<file path="src/rtl/voltin_pkg.sv">
// ============================================================================
// Module  : voltin_pkg
// Brief   : Shared widths and word type for the voltin adder datapath.
// Revision: 1.0 - initial release
// ============================================================================
`default_nettype none

package voltin_pkg;

   localparam int VOLTIN_WIDTH = 32;
   localparam int VOLTIN_GROUP = 4;

   typedef logic [VOLTIN_WIDTH-1:0] voltin_word_t;

endpackage : voltin_pkg

`default_nettype wire

</file>
<file path="src/rtl/voltin_cla4.sv">
// ============================================================================
// Module  : voltin_cla4
// Brief   : 4-bit carry-lookahead group producing sum, group generate/propagate.
// Revision: 1.0 - initial release
// ============================================================================
`default_nettype none

module voltin_cla4
   import voltin_pkg::*;
(
   input  logic [VOLTIN_GROUP-1:0] a,
   input  logic [VOLTIN_GROUP-1:0] b,
   input  logic                    cin,
   output logic [VOLTIN_GROUP-1:0] sum,
   output logic                    gg,
   output logic                    gp
);

   logic [VOLTIN_GROUP-1:0] w_g;
   logic [VOLTIN_GROUP-1:0] w_p;
   logic [VOLTIN_GROUP-1:0] w_c;

   assign w_g = a & b;
   assign w_p = a ^ b;

   // Every internal carry is a flat sum of products of cin and bit g/p terms.
   assign w_c[0] = cin;
   assign w_c[1] = w_g[0]
                 | (w_p[0] & cin);
   assign w_c[2] = w_g[1]
                 | (w_p[1] & w_g[0])
                 | (w_p[1] & w_p[0] & cin);
   assign w_c[3] = w_g[2]
                 | (w_p[2] & w_g[1])
                 | (w_p[2] & w_p[1] & w_g[0])
                 | (w_p[2] & w_p[1] & w_p[0] & cin);

   assign gg = w_g[3]
             | (w_p[3] & w_g[2])
             | (w_p[3] & w_p[2] & w_g[1])
             | (w_p[3] & w_p[2] & w_p[1] & w_g[0]);
   assign gp = &w_p;

   assign sum = w_p ^ w_c;

endmodule : voltin_cla4

`default_nettype wire

</file>
<file path="src/rtl/voltin.sv">
// ============================================================================
// Module  : voltin
// Brief   : Registered WIDTH-bit adder (a + b + cin) built from CLA4 groups.
// Revision: 1.0 - initial release
// ============================================================================
`default_nettype none

module voltin
   import voltin_pkg::*;
#(
   parameter int WIDTH = VOLTIN_WIDTH
)(
   input  logic             clk,
   input  logic             rst_n,
   input  logic [WIDTH-1:0] a,
   input  logic [WIDTH-1:0] b,
   input  logic             cin,
   output logic [WIDTH-1:0] finout,
   output logic             cout
);

   localparam int C_NGROUPS = WIDTH / VOLTIN_GROUP;

   logic [C_NGROUPS:0]  w_carry;
   logic [C_NGROUPS-1:0] w_gg;
   logic [C_NGROUPS-1:0] w_gp;
   logic [WIDTH-1:0]    w_sum;
   logic [WIDTH-1:0]    r_finout;
   logic                r_cout;

   assign w_carry[0] = cin;

   // Lookahead inside each group; carries ripple between groups.
   for (genvar k = 0; k < C_NGROUPS; k++) begin : g_grp
      voltin_cla4 u_cla4 (
         .a   (a[k*VOLTIN_GROUP +: VOLTIN_GROUP]),
         .b   (b[k*VOLTIN_GROUP +: VOLTIN_GROUP]),
         .cin (w_carry[k]),
         .sum (w_sum[k*VOLTIN_GROUP +: VOLTIN_GROUP]),
         .gg  (w_gg[k]),
         .gp  (w_gp[k])
      );
      assign w_carry[k+1] = w_gg[k] | (w_gp[k] & w_carry[k]);
   end

   always_ff @(posedge clk or negedge rst_n) begin
      if (!rst_n) begin
         r_finout <= '0;
         r_cout   <= 1'b0;
      end else begin
         r_finout <= w_sum;
         r_cout   <= w_carry[C_NGROUPS];
      end
   end

   assign finout = r_finout;
   assign cout   = r_cout;

endmodule : voltin

`default_nettype wire

</file>
<file path="config.mk">
export PLATFORM = sky130hd
export DESIGN_NAME = voltin
export DESIGN_NICKNAME = d
export VERILOG_FILES = /design/src/rtl/voltin_pkg.sv /design/src/rtl/voltin_cla4.sv /design/src/rtl/voltin.sv
export SDC_FILE = /design/constraint.sdc
export NUM_CORES = 1
export LEC_CHECK = 0
export CORE_MARGIN = 2
export CORE_UTILIZATION = 45
export DETAILED_ROUTE_END_ITERATION = 10
export DONT_BUFFER_PORTS = 1
export PLACE_DENSITY = 0.6
export SYNTH_ARGS = -nofsm -noshare
export SYNTH_HDL_FRONTEND = slang
export SYNTH_SLANG_ARGS = --single-unit
</file>
<file path="constraint.sdc">
create_clock -name clk -period 0.8 [get_ports clk]
set_input_delay 0.16 -clock clk [delete_from_list [all_inputs] [get_ports clk]]
set_output_delay 0.16 -clock clk [all_outputs]
set_load 0.005 [all_outputs]
</file>
After elaboration in Yosys (flattened, before gate mapping). Cells that the tools add are included.

Register bits: 33. Input bits: 67. Output and inout port bits: 33. Word-level logic and storage cells: 234.

Bitwise gates (word level): 224. Reductions and logical operators: 8.

Operators with widths (number): 1-bit AND (120); 1-bit OR (80); 4-bit XOR (16); 4-bit AND (8); 4-bit AND reduction (8).

Longest topological paths before layout.
Word-level depth: 21. Depth in mapped cells: 9. Depth with buffers taken out: 9.

Modules after synthesis. Synthesis repeated with hierarchy kept, for this count alone.

Cells, all modules: 216. Area total of the unflattened synthesis: 2298.5 um2.

By module, submodules not included: voltin_cla4 (cells each 21, sequential area each 0.0 um2, times used 8, area each 170.2 um2); voltin (cells each 48, sequential area each 825.8 um2, times used 1, area each 937.1 um2).

Worst setup path after synthesis. OpenSTA, ideal clock, no wires.

Path kind: input port to flip-flop. Start point: input a[5]. End point: register r_finout[28] (netlist: finout[28]). Required time: 0.664 ns. Path buffers: 0. Setup time: 0.136 ns. Setup slack: -1.516 ns. Arrival time: 2.180 ns. Cell stages on the path: 8. Cell sequence: ha_1 -> nand2_1 -> nor3_2 -> a211oi_1 -> or2_0 -> o31a_1 -> o31ai_4 -> fa_1.

Word-level cells in the longest chain between the ends: 16. Elaborated cells between the ends (all ways): 21. Classes of those cells: bitwise: 20; reduce/logical: 1.

Ends and longest elaborated chain: from (decl) (RTL line voltin.sv:15) `input logic [WIDTH-1:0] a,`; 4-bit AND / 4-bit XOR (equally long branches) (RTL line voltin_cla4.sv:23, voltin_cla4.sv:24); 1-bit AND (on tied branches) (RTL line voltin_cla4.sv:40, voltin_cla4.sv:41); 1-bit OR / 1-bit AND (equally long branches) (RTL line voltin_cla4.sv:40, voltin_cla4.sv:41); 1-bit OR (RTL line voltin_cla4.sv:41) `| (w_p[3] & w_p[2] & w_p[1] & w_g[0]);`; 1-bit OR * (RTL line voltin.sv:43) `assign w_carry[k+1] = w_gg[k] | (w_gp[k] & w_carry[k]);`; 1-bit AND * (RTL line voltin.sv:43); 1-bit OR * (RTL line voltin.sv:43); 1-bit AND * (RTL line voltin.sv:43); 1-bit OR * (RTL line voltin.sv:43); 1-bit AND * (RTL line voltin.sv:43); 1-bit OR * (RTL line voltin.sv:43); 1-bit AND * (RTL line voltin.sv:43); 1-bit OR * (RTL line voltin.sv:43); 1-bit AND * (RTL line voltin.sv:43); 1-bit OR * (RTL line voltin.sv:43); 4-bit XOR * (RTL line voltin_cla4.sv:44) `assign sum = w_p ^ w_c;`; named net g_grp[7].u_cla4.sum[0] (RTL line voltin_cla4.sv:14) `output logic [VOLTIN_GROUP-1:0] sum,`; to (signal assigned) (RTL line voltin.sv:51) `r_finout <= w_sum;`; to (decl) (RTL line voltin.sv:28) `logic [WIDTH-1:0] r_finout;`.

The timed path passes the listed nets; every way through them passes the cells marked *.

Worst setup path in the final report.
Start point: input a[11]. End point: register r_finout[28] (netlist: finout[28]).

Word-level cells in the longest chain between the ends: 15. Elaborated cells between the ends (all ways): 22. Classes of those cells: bitwise: 21; reduce/logical: 1.

Ends and longest elaborated chain: 4-bit XOR (RTL line voltin_cla4.sv:24) `assign w_p = a ^ b;`; 1-bit AND (on tied branches) (RTL line voltin_cla4.sv:39, voltin_cla4.sv:40, voltin_cla4.sv:41); 1-bit OR, or another cell as far along (RTL line voltin_cla4.sv:39) `| (w_p[3] & w_g[2])`; 1-bit OR / 1-bit AND (equally long branches) (RTL line voltin_cla4.sv:40, voltin_cla4.sv:41); 1-bit OR (RTL line voltin_cla4.sv:41); 1-bit OR * (RTL line voltin.sv:43); 1-bit AND * (RTL line voltin.sv:43); 1-bit OR * (RTL line voltin.sv:43); 1-bit AND * (RTL line voltin.sv:43); 1-bit OR * (RTL line voltin.sv:43); 1-bit AND * (RTL line voltin.sv:43); 1-bit OR * (RTL line voltin.sv:43); 1-bit AND * (RTL line voltin.sv:43); 1-bit OR * (RTL line voltin.sv:43); 4-bit XOR * (RTL line voltin_cla4.sv:44); named net g_grp[7].u_cla4.sum[0] (RTL line voltin_cla4.sv:14).

Marked as above.

==> results.md <==
- Final hold slack: -0.433 ns
- Worst-path fanout max: 3
- Via count: between 1500 and 2000
- Final Util: around two thirds
- Core Area: approximately 0.0047 mm^2
- Detailed Route Iter0 Violations: 35
- Mux cell area share after synthesis: 0%
- Fill count: between 300 and 400
- Max Slew Vio Count: 0
- Number of synthesized flops with an enable pin: 0
- Total grt overflow: 0
- Mapped Cells: 191
- Clock tree buffer depth: 2
- Violated checks: hold timing, setup timing
- Tcrit/Tclk final: 243%
- DRT Wirelength: roughly 5300 um
- PortBufs: 0
- Power density over the cells: around 1700 mW/mm^2
- GP Congestion: about 0.86
- CP endpoint kind: flip-flop
- Area Overhead vs Synth: 46.0%
- Met1 wire length: around 1900 um
- Post-Synth Simple-Gate Area: 8.23%
- Diodes inserted: 0
- Final Hold Fails: 33
- Syn Area/Cell: roughly 11 um^2
- Leak: between 1 and 1.5 nW
- WL met2: roughly 2900 um
- Worst EP arrival: approximately 2.1 ns
- Total CTS buffers: 5
- Wire per inst: 17.1 um
- Worst min path class: in -> async
- Remaining antenna violation count: 0
- Dpl ws: -1.43 ns
- XOR/XNOR share of the synthesized area: roughly 8.9%
- Endpoints failing setup: 63
- Unrepaired setup endpoints after global routing: true
- Worst setup SP type: input pin
- CTS tree: yes
- # clock sinks: 33
- Tot Pwr: around 5.2 mW
- Post-route insts no fill: around 310
- Die Width: about 73 um
- Rows: 25
- Largest area contributor in the netlist: dfrtp_1
- Placed instance count: 290
- Critical path class: in -> reg
- Number of global-route vias before repair: 1938
- Largest family of logic cells by synthesized area: adder cells
- Count of different cell masters after synthesis: 37
- # DRC: 0
- Adder-cell share of the synthesized area: 26.0%
- Status: complete, but fails checks
- CTS Root Cell: clkbuf_8
- Commonest non-fill, non-tap cell in the layout: buf_4
- Synth warn: 0
- Htree depth: 2
- DR pass1 iterations: 4
- IO Pins: 100
- Die area: 0.00537 mm^2
- Dpl hpwl: 4110 um
- Die height: approximately 73 um
- Synthesis-stage register bit count: 33
- Share of cells above drive strength 1: a little under half
- Syn nets: around 300
- Commonest non-fill, non-tap cells in the layout: buf_4 (58), dfrtp_1 (33), ha_1 (17)
- Rel. slew slack: between 80% and 90%
- Register area share after synthesis: 38.3%
- Initial Util: ~46%
- Final WS setup: -1.15 ns
- Top-area cell type share of the netlist area: 38.3%
- Worst Path Required: 0.95 ns
- Clk slew on worst S/H paths: roughly 0.070 ns
- First-pass GRT wire length: about 8600 um
- Drt via density: between 5 and 6
- Number of antenna violations at the first check in global routing: 0
- Post-synthesis compound-gate area fraction: 17.4%
- GRT Util Overall: a little over a fifth
- Syn Std Cell Area: about 0.0022 mm^2
- Total Nets Final: about 370
- Top cells by area, synth: dfrtp_1 (38%), ha_1 (19%), fa_1 (7.4%)
- WL met3: 371 um
- VDD IR max: ~0.85 mV
- Fmax: a little over 0.5 GHz
- FFs w/ async S/R, synth: 100%
- Top Metal Used: met4
- Max Cap Violations: 0
- Ys flop type: dfrtp_1
- Largest net degree at the start of global routing: 34
- Crit path time final: just under 2 ns
- Worst slew pin tran: 0.298 ns
cell type report:
type	instances	area [um^2]	share of cell area, %
well taps	54	67.6	2.14
repair buffers	60	458	14.5
flip-flops and latches	33	826	26.2
clock buffers	8	80.1	2.54
inverters	7	33.8	1.07
multi-input cells	151	1690	53.5
what timing repair did:
action,CTS,global route
resized for setup,17,17
hold endpoints to repair,33,33
buffers inserted,11,5
pin swaps,11,7
setup endpoints to repair,62,63
power by group:
group	total, mW	leakage [nW]	switching (mW)	internal (mW)
clock network	1.20	0.0395	0.581	0.618
logic	1.79	0.965	0.775	1.02
registers	2.22	0.385	0.191	2.02
total	5.21	1.39	1.55	3.66
flip-flops by register name (all words and copies together) (netlist names):
signal and flops:
cout 1, finout 32
logic make-up (layout without fill, tap and decap cells):
family                     after synthesis  after routing
AOI/OAI and AO/OA                       54             54
xor gates and xnor gates                22             22
adders and majority gates               40             40
DFF                                     33             33
buffers and inverters                    7             75
and+or+nand+nor                         35             35
worst max-delay path by stage:
| stage | cells after the start | slack (ns) | endpoint | from |
|---|---|---|---|---|
| 3_5_place_dp | 8 | -1.43 | finout[28] | b[9] |
| 4_1_cts | 8 | -1.10 | finout[28] | a[11] |
| 6_report | 8 | -1.15 | finout[28] | a[11] |
| 5_1_grt | 8 | -1.25 | finout[28] | a[11] |
| 3_3_place_gp | 8 | -1.39 | finout[28] | b[9] |
| 2_1_floorplan | 8 | -1.35 | finout[28] | b[11] |
worst max-delay path: stages:
cell	delay, ns
ha_4	0.28
nand2_4	0.06
o21ai_4	0.17
o211ai_1	0.12
or2_1	0.26
o31a_1	0.30
o31ai_4	0.25
fa_2	0.48
cells in the mapped netlist (3+ instances only):
cell type   n
ha_1       32
xor2_1     10
nor2_1      8
dfrtp_1    33
a21oi_1    18
nor2b_1     3
fa_1        8
o21ai_0     9
inv_1       7
nand2_1    10
a211oi_1    3
xnor2_1    12
a21o_1      8
through the flow:
stage	TNS (ns)	cell area [um^2]
detailed placement	-32.73	2790
floorplan	-27.19	2380
finish	-24.94	3150
CTS	-24.03	3030
global placement	-31.80	2790
global route	-28.61	3150
layer usage:
layer / GRT usage (%) / up-vias
met3: 7.41 / 22
met1: 22.4 / 851
met4: 8.85 / 0
met2: 36.6 / 75
met5: 0 / -
li1: - / 816
(Power assumes the default switching activity.)
